`src/rtl/sb_tx_msg_fifo.sv`:
```
// ---------------------------------------------------------------------------
// sb_tx_msg_fifo
//
// Sideband TX message FIFO between the RDI sideband packer and the TX
// serializer. Every no-data message header is followed by a 64-bit all-zero
// pad word, so each message occupies 128 bits in the stream. Pads are
// counted while headers arrive and inserted into storage on idle write
// cycles. When a popped word is all zeros, that is flagged so the serializer
// skips it and the credit loop can release on it.
//
// Ports:
//   i_clk              clock
//   i_rst_n            asynchronous active-low reset
//   i_wr_en            write strobe for one word from the packer
//   i_wr_data          word to store
//   i_wr_is_hdr        word is a message header
//   i_wr_has_data      with i_wr_is_hdr: 1 = data follows, 0 = no-data message
//   i_rd_en            read request from the serializer
//   o_fifo_data        registered word last popped
//   o_dont_send_zeros  popped word is all zeros
//   o_empty            no stored words and no pending pads
//   o_full             stored word count equals DEPTH
//   o_count            stored words
//   o_overflow         sticky: a word or pad was lost
//   o_underflow        sticky: read attempted while storage was empty
// ---------------------------------------------------------------------------
module sb_tx_msg_fifo #(
  parameter int DATA_W = 64,
  parameter int DEPTH  = 32,
  parameter int ADDR_W = 5,
  parameter int PEND_W = 3
) (
  input  logic              i_clk,
  input  logic              i_rst_n,
  input  logic              i_wr_en,
  input  logic [DATA_W-1:0] i_wr_data,
  input  logic              i_wr_is_hdr,
  input  logic              i_wr_has_data,
  input  logic              i_rd_en,
  output logic [DATA_W-1:0] o_fifo_data,
  output logic              o_dont_send_zeros,
  output logic              o_empty,
  output logic              o_full,
  output logic [ADDR_W:0]   o_count,
  output logic              o_overflow,
  output logic              o_underflow
);

  localparam logic [ADDR_W:0]   CNT_FULL = (ADDR_W+1)'(DEPTH);
  localparam logic [ADDR_W:0]   CNT_ONE  = (ADDR_W+1)'(1);
  localparam logic [ADDR_W-1:0] PTR_ONE  = ADDR_W'(1);
  localparam logic [PEND_W-1:0] PEND_ONE = PEND_W'(1);
  localparam logic [PEND_W-1:0] PEND_MAX = '1;

  logic [DATA_W-1:0] r_mem [DEPTH];
  logic [ADDR_W-1:0] r_wr_ptr;
  logic [ADDR_W-1:0] r_rd_ptr;
  logic [ADDR_W:0]   r_count;
  logic [PEND_W-1:0] r_pend_cnt;
  logic [DATA_W-1:0] r_fifo_data;
  logic              r_dont_send_zeros;
  logic              r_overflow;
  logic              r_underflow;

  logic              w_full;
  logic              w_rd_accept;
  logic              w_can_store;
  logic              w_wr_word;
  logic              w_pad_store;
  logic              w_store;
  logic [DATA_W-1:0] w_store_data;
  logic              w_pad_due;
  logic              w_pend_sat;
  logic              w_lost;

  assign w_full      = (r_count == CNT_FULL);
  assign w_rd_accept = i_rd_en && (r_count != '0);
  // A pop in the same cycle frees the slot the write lands in.
  assign w_can_store = !w_full || w_rd_accept;
  assign w_wr_word   = i_wr_en && w_can_store;
  // Pads only fill otherwise idle write slots, so a real word is never delayed.
  assign w_pad_store = !i_wr_en && (r_pend_cnt != '0) && w_can_store;
  assign w_store     = w_wr_word || w_pad_store;
  assign w_store_data = i_wr_en ? i_wr_data : '0;

  // A no-data header owes a pad even when the header itself was dropped.
  assign w_pad_due  = i_wr_en && i_wr_is_hdr && !i_wr_has_data;
  assign w_pend_sat = w_pad_due && (r_pend_cnt == PEND_MAX);
  assign w_lost     = (i_wr_en && !w_can_store) || w_pend_sat;

  // Storage array without reset so it maps onto block RAM.
  always_ff @(posedge i_clk) begin
    if (w_store) begin
      r_mem[r_wr_ptr] <= w_store_data;
    end
  end

  always_ff @(posedge i_clk or negedge i_rst_n) begin
    if (!i_rst_n) begin
      r_wr_ptr          <= '0;
      r_rd_ptr          <= '0;
      r_count           <= '0;
      r_pend_cnt        <= '0;
      r_fifo_data       <= '0;
      r_dont_send_zeros <= 1'b0;
      r_overflow        <= 1'b0;
      r_underflow       <= 1'b0;
    end else begin
      if (w_store) begin
        r_wr_ptr <= r_wr_ptr + PTR_ONE;
      end

      if (w_rd_accept) begin
        // On a full write+read the slot is overwritten this edge; the
        // nonblocking read still returns the old head word.
        r_fifo_data       <= r_mem[r_rd_ptr];
        r_dont_send_zeros <= (r_mem[r_rd_ptr] == '0);
        r_rd_ptr          <= r_rd_ptr + PTR_ONE;
      end

      if (w_store && !w_rd_accept) begin
        r_count <= r_count + CNT_ONE;
      end else if (!w_store && w_rd_accept) begin
        r_count <= r_count - CNT_ONE;
      end

      // Increment and pad insertion are mutually exclusive (pad needs !i_wr_en).
      if (w_pad_due) begin
        if (!w_pend_sat) begin
          r_pend_cnt <= r_pend_cnt + PEND_ONE;
        end
      end else if (w_pad_store) begin
        r_pend_cnt <= r_pend_cnt - PEND_ONE;
      end

      if (w_lost) begin
        r_overflow <= 1'b1;
      end
      if (i_rd_en && (r_count == '0)) begin
        r_underflow <= 1'b1;
      end
    end
  end

  assign o_fifo_data       = r_fifo_data;
  assign o_dont_send_zeros = r_dont_send_zeros;
  assign o_count           = r_count;
  assign o_full            = w_full;
  assign o_empty           = (r_count == '0) && (r_pend_cnt == '0);
  assign o_overflow        = r_overflow;
  assign o_underflow       = r_underflow;

endmodule

```
`config.mk`:
```
export PLATFORM = sky130hd
export DESIGN_NAME = sb_tx_msg_fifo
export DESIGN_NICKNAME = d
export VERILOG_FILES = /design/src/rtl/sb_tx_msg_fifo.sv
export SDC_FILE = /design/constraint.sdc
export NUM_CORES = 2
export LEC_CHECK = 0
export BUFFER_PORTS_ARGS = -buffer_cell sky130_fd_sc_hd__buf_4
export CAP_MARGIN = 10
export CELL_PAD_IN_SITES_DETAIL_PLACEMENT = 0
export CELL_PAD_IN_SITES_GLOBAL_PLACEMENT = 1
export CORE_MARGIN = 2
export CORE_UTILIZATION = 45
export DETAILED_ROUTE_END_ITERATION = 7
export PLACE_DENSITY_LB_ADDON = 0.1
export SLEW_MARGIN = 40
export SYNTH_ARGS = -nofsm -noshare
export SYNTH_HDL_FRONTEND = slang
export SYNTH_SLANG_ARGS = --single-unit
```
`constraint.sdc`:
```
create_clock -name i_clk -period 5.65 [get_ports i_clk]
set_clock_uncertainty 0.15 [all_clocks]
set_input_delay 0.565 -clock i_clk [delete_from_list [all_inputs] [get_ports i_clk]]
set_output_delay 0.565 -clock i_clk [all_outputs]
set_load 0.01 [all_outputs]
```
# ---- After elaboration in Yosys (flattened, before gate mapping)
# Memories as Yosys holds them, arrays and structs flattened.
# Cells that the tools add are included.
# Widths: inputs -> output; s select.
dict set report totals {
  reg_bits 86
  ram_bits 2048
  inputBits 70
  word_cells 55
  mem_count 1
}
# memory depth word_bits rd rd_ports_with_merged_regs wr line
set mem_list {}
lappend mem_list {r_mem 32 64 1 0 1 55} ;# logic [DATA_W-1:0] r_mem [DEPTH];
dict set report classes {
  addsub 6
  n_eq_ne 3
  n_mux 8
  reduce_logical 29
}
# op count
set ops {}
lappend ops {{$logic_not 64->1} 1}
lappend ops {{$mux 64} 1}
lappend ops {{$logic_and 1x1->1} 12}
lappend ops {{$mux 6} 2}
lappend ops {{$add 5x1->5 const B} 2}
lappend ops {{$mux 3} 3}
lappend ops {{$add 6x1->6 const B} 1}
lappend ops {{$eq 6x6->1 const B} 1}
lappend ops {{$logic_not 1->1} 6}
lappend ops {{$logic_not 6->1} 1}
lappend ops {{$reduce_bool 6->1} 1}
lappend ops {{$sub 6x1->6 const B} 1}
lappend ops {{$reduce_bool 2->1} 2}
lappend ops {{$add 3x1->3 const B} 1}
lappend ops {{$eq 3x3->1 const B} 1}
lappend ops {{$logic_not 3->1} 1}
lappend ops {{$logic_or 1x1->1} 3}
lappend ops {{$reduce_bool 3->1} 1}
lappend ops {{$sub 3x1->3 const B} 1}
lappend ops {{$mux 1} 2}
lappend ops {{$ne 2x2->1 const B} 1}
lappend ops {{$reduce_and 2->1} 1}

# ---- Depth between registers and ports, before layout
dict set report logic_depth {
  ltp_word 9
  mapped_depth 17
  depth_no_buf 14
}

# ---- Worst setup path before layout
# Ideal clock, no wire load.
dict set report synth_path {
  kind {reg2reg}
  startpoint {register r_count[0], in the netlist o_count[0]}
  endpoint {memory r_mem[31][0], enable pin}
  setup_ps 487
  arrival_ps 4320
  path_slack_ps 693
  path_stages_with_launch 8
  path_buffers 1
  period_less_slack_ps 4957
  path_cell_list {dfrtp_1 or4_1 nor2_1 and3_1 a21oi_1 nand2_1 clkbuf_1 nor2_1}
}
dict set report synth_via {
  elab_chain_cells 7
  word_cells_on_any_way 10
  cone_classes {eq/ne: 1; mux: 2; reduce/logical: 7}
}
# item line
set synth_rtl {}
lappend synth_rtl {{start: declaration} 58} ;# logic [ADDR_W:0] r_count;
lappend synth_rtl {{start signal: assignment} 122} ;# r_count <= r_count + CNT_ONE;
lappend synth_rtl {{start signal: assignment} 124} ;# r_count <= r_count - CNT_ONE;
lappend synth_rtl {{$eq 6x6->1 / $reduce_bool 6->1 (equally long branches)} {76, 77}}
lappend synth_rtl {{$logic_not 1->1 / $logic_and 1x1->1 (equally long branches)} {79, 77}}
lappend synth_rtl {{$logic_or 1x1->1 (*)} 79} ;# assign w_can_store = !w_full || w_rd_accept;
lappend synth_rtl {{$logic_and 1x1->1 (on tied branches)} {80, 82}}
lappend synth_rtl {{$logic_or 1x1->1 (*)} 83} ;# assign w_store = w_wr_word || w_pad_store;
lappend synth_rtl {{via w_store} 70} ;# logic w_store;
lappend synth_rtl {{$mux 1 (*)} 93} ;# if (w_store) begin
lappend synth_rtl {{$mux 1 (implied by the code) (*)} 94} ;# r_mem[r_wr_ptr] <= w_store_data;
lappend synth_rtl {{end: declaration} 55}
# Mark *: on every way through the listed nets, which the timed path passes. The rest lies on a longest branch.

# ---- Worst setup path after layout
dict set report layout_path {
  startpoint {register r_rd_ptr[0]}
  endpoint {register r_dont_send_zeros, in the netlist o_dont_send_zeros}
}
dict set report layout_via {
  elab_chain_cells 2
}
# item line
set layout_rtl {}
lappend layout_rtl {{start: declaration} 57} ;# logic [ADDR_W-1:0] r_rd_ptr;
lappend layout_rtl {{start signal: assignment} 118} ;# r_rd_ptr <= r_rd_ptr + PTR_ONE;
lappend layout_rtl {{$mem_v2 32x64} --}
lappend layout_rtl {{$logic_not 64->1} 117} ;# r_dont_send_zeros <= (r_mem[r_rd_ptr] == '0);
lappend layout_rtl {{end signal: assignment} 117}
lappend layout_rtl {{end: declaration} 61} ;# logic r_dont_send_zeros;
# No other way between the ends.
# A chain may end at the register's enable or synchronous reset.

==> out/metrics.yaml <==
setup_path:
  crit_fanout: 20
  worst_path_most_repeated_cell: "buf_4"
  slowest_stage: "or4_1"
  critPathLaunch: "r_rd_ptr[0]"
  max_stage_delay_ns: 0.82
  critical_path_buf_inv_count: 4
  criticalPathCategory: "flip-flop to flip-flop"
  required_ns: 6.24
  critPathArrivalTime_ns: 5.42
  startpoint_type: "flip-flop"
  r2r_start: "r_rd_ptr[0]"
  cp_cell_sequence: "buf_12, buf_4, nor3b_4, buf_4, buf_6, a221oi_1, o211ai_1, a22oi_1, nand4_1, or4_1, o41ai_2"
  critical-path-top-delay-family: "compound AO/OA/AOI/OAI gates"
  cp-end-kind: "flip-flop"
cells_and_area:
  n_fill_cell: 14305
  final_area_um2: 94500
  final_layout_size_suffix_gt1_share_pct: 27.7
  syn_to_final_growth_pct: 14.9
  nNetsFinal: 4291
cts:
  root_buffer: "clkbuf_16"
  clock_sinks: 2134
  htreeDepth: 4
  clk_pin_slew_ns: 0.06
  cts_hold_buf: 2
  cts_resized: 0
  cts_made_buffers: 218
  cts_tree: "yes"
  clockBufferDepth: 3
  clock_latency_ns: 0.85
  post_cts_buffers: 0
yosys:
  synth-simple-area-share_pct: 2.52
  synth_compound_area_share_pct: 3.46
  ys_seq_elements: 2134
  synth.area.mux_share_pct: 14.7
  synth_area_leaders: "edfxtp_1 (75%), mux4_2 (11%), mux2i_1 (2.8%), dfrtp_1 (2.6%), nand2_1 (0.86%)"
  synth_top_flop_cell: "edfxtp_1"
  avgSynthCellArea_um2: 21.1
  synth-async-reset-ratio_pct: 4.03
  syn_nets: 3971
  synth_edf_count: 2048
  synth.cell_area_um2: 82200
  synthAdderAreaFrac_pct: 0.201
  ys_warn_count: 0
  synth.distinct_cells: 70
  synth.top_cell.area_share_pct: 74.8
  yosysSeqAreaShare_pct: 77.4
  synth_xor_area_share_pct: 0.149
  synth_top_cell_by_area: "edfxtp_1"
  synth_top_family_by_area: "multiplexers"
  netlist_instances: 3889
place:
  hpwl_mm: 128
  dp_slack_ns: 0.794
  globalplace.congestion: 0.773
  dpl-instance-area_um2: 87500
  portBuffers: 144
route:
  post-route-drc-count: 0
  firstDrtPassIters: 5
  drt_iter0_markers: 5063
  vias_per_cell: 6.13
  antenna_left: 0
  wl_per_cell_um: 35.9
  vias: 41491
  wirelength_mm: 243
floorplanning:
  die-width_um: 431
  dieArea_um2: 186000
  num_rows: 156
  io_pins: 145
  core-area_um2: 181000
  die_h_um: 431
  start_util_pct: 45.4
timing:
  max_freq_mhz: 207
  report.final.setup_viol: 0
  layout_setup_ws_ns: 0.825
  fin_tns_setup_ns: 0
  slew_headroom_pct: 40.3
  rsz0062_at_grt: "false"
  hold_viol_final: 0
  worst-slew-pin-transition_ns: 0.895
  slew_violations: 0
  fin_crit_ns: 4.83
  min_period_over_period_pct: 85.4
global_routing:
  grt_max_degree: 97
  grt-ovfl-total: 0
  first_global_vias: 42023
  antenna_found_initial: 9
  grt.total_usage_pct: 26.2
  grt_pass1_wl_mm: 337
power:
  irDropWorstVdd_v: 0.000456
  power_density_nw_per_um2: 531
  p_leak_nw: 31.1
run:
  maxCapViolCount: 0
outcome:
  status: "completed"
hold_path:
  hp-class: "input pin to asynchronous set/reset pin"
[Yosys cell counts, drive strengths merged, types with 3 or more instances]
master   count
edfxtp    2048
mux4       409
mux2i      234
nand2      189
buf        142
dfrtp       86
clkbuf      78
and2        74
a22oi       63
nor2        59
o21ai       57
o221ai      52
nand3       51
mux2        45
a21oi       35
a221oi      33
a22o        30
o22ai       23
a211o       19
a32oi       14
xnor2       12
inv         11
ha          10
nand4       10
o211ai       9
nor3         8
o22a         8
nand3b       7
a221o        6
nor2b        6
o31ai        6
a21o         5
or4          4
a2111oi      3
and4         3
or3          3
or3b         3
[sequential cells by signal, indices dropped and copies added (netlist names)]
name / count
o_count: 6
o_dont_send_zeros: 1
o_fifo_data: 64
o_overflow: 1
o_underflow: 1
r_mem: 2048
r_pend_cnt: 3
r_rd_ptr: 5
r_wr_ptr: 5
[layer usage]
layer  track usage [%]  vias to the layer above  wire, µm
li1                  -                    16863         -
met1              38.8                    22757    106000
met2              41.7                     1611    116000
met3              3.59                      256     15800
met4              6.10                        4      5020
met5                 0                        -        23
[final cells by class]
cell class	instances	area [µm²]	area share (%)
Tap cell	2370	2970	3.14
Antenna cell	2	5.00	0.00530
Timing Repair Buffer	320	3230	3.42
Inverter	11	46.3	0.0490
Sequential cell	2134	63700	67.4
Clock inverter	114	880	0.931
Clock buffer	293	6020	6.38
Multi-Input combinational cell	1524	17600	18.7
[power breakdown]
part | switching [mW] | internal, mW
logic | 9.70 | 6.08
registers | 0.845 | 19.5
clock network | 6.00 | 7.98
[cell usage in the layout (no fill, tap or decap), drive strengths merged, types with 7 or more instances in the layout]
cell type,count
a211o,19
a21oi,35
a221oi,33
a22o,30
a22oi,63
a32oi,14
and2,74
buf,318
bufinv,12
clkbuf,293
clkinv,93
dfrtp,86
edfxtp,2048
ha,10
inv,15
mux2,45
mux2i,234
mux4,409
nand2,189
nand3,51
nand3b,7
nand4,10
nor2,59
nor3,8
o211ai,9
o21ai,57
o221ai,52
o22a,8
o22ai,23
xnor2,12
[path summary, 6_finish.rpt]
kind / endpoint / slack, ns / depth (start not counted)
hold / removal: o_count[3] / 0.05 / 2
setup / recovery: o_dont_send_zeros / 0.82 / 11
setup reg to reg: o_dont_send_zeros / 0.82 / 11
hold reg to reg: o_fifo_data[13] / 0.33 / 2
min in group i_clk: r_pend_cnt[2] / 0.13 / 4
max in group asynchronous: o_fifo_data[47] / 4.26 / 3
[logic make-up after synthesis]
logic type	count (synthesis)
flops	2134
mux	688
simple gates	433
compound gates	377
buf+inv	231
xor+xnor	14
fa+ha+maj	12
[through the flow]
step           total power [mW]  util (%)  std cells  hold slack (ns)
5_1_grt                    51.9      52.1       6766           0.0677
3_3_place_gp               36.5      48.2       6348            0.312
4_1_cts                    50.6      52.1       6765           0.0709
6_report                   50.1      52.2       6768           0.0473
3_5_place_dp               36.7      48.3       6356            0.316
2_1_floorplan              30.0         -       3889            0.119
No activity file was read; power rests on OpenSTA's default activity.
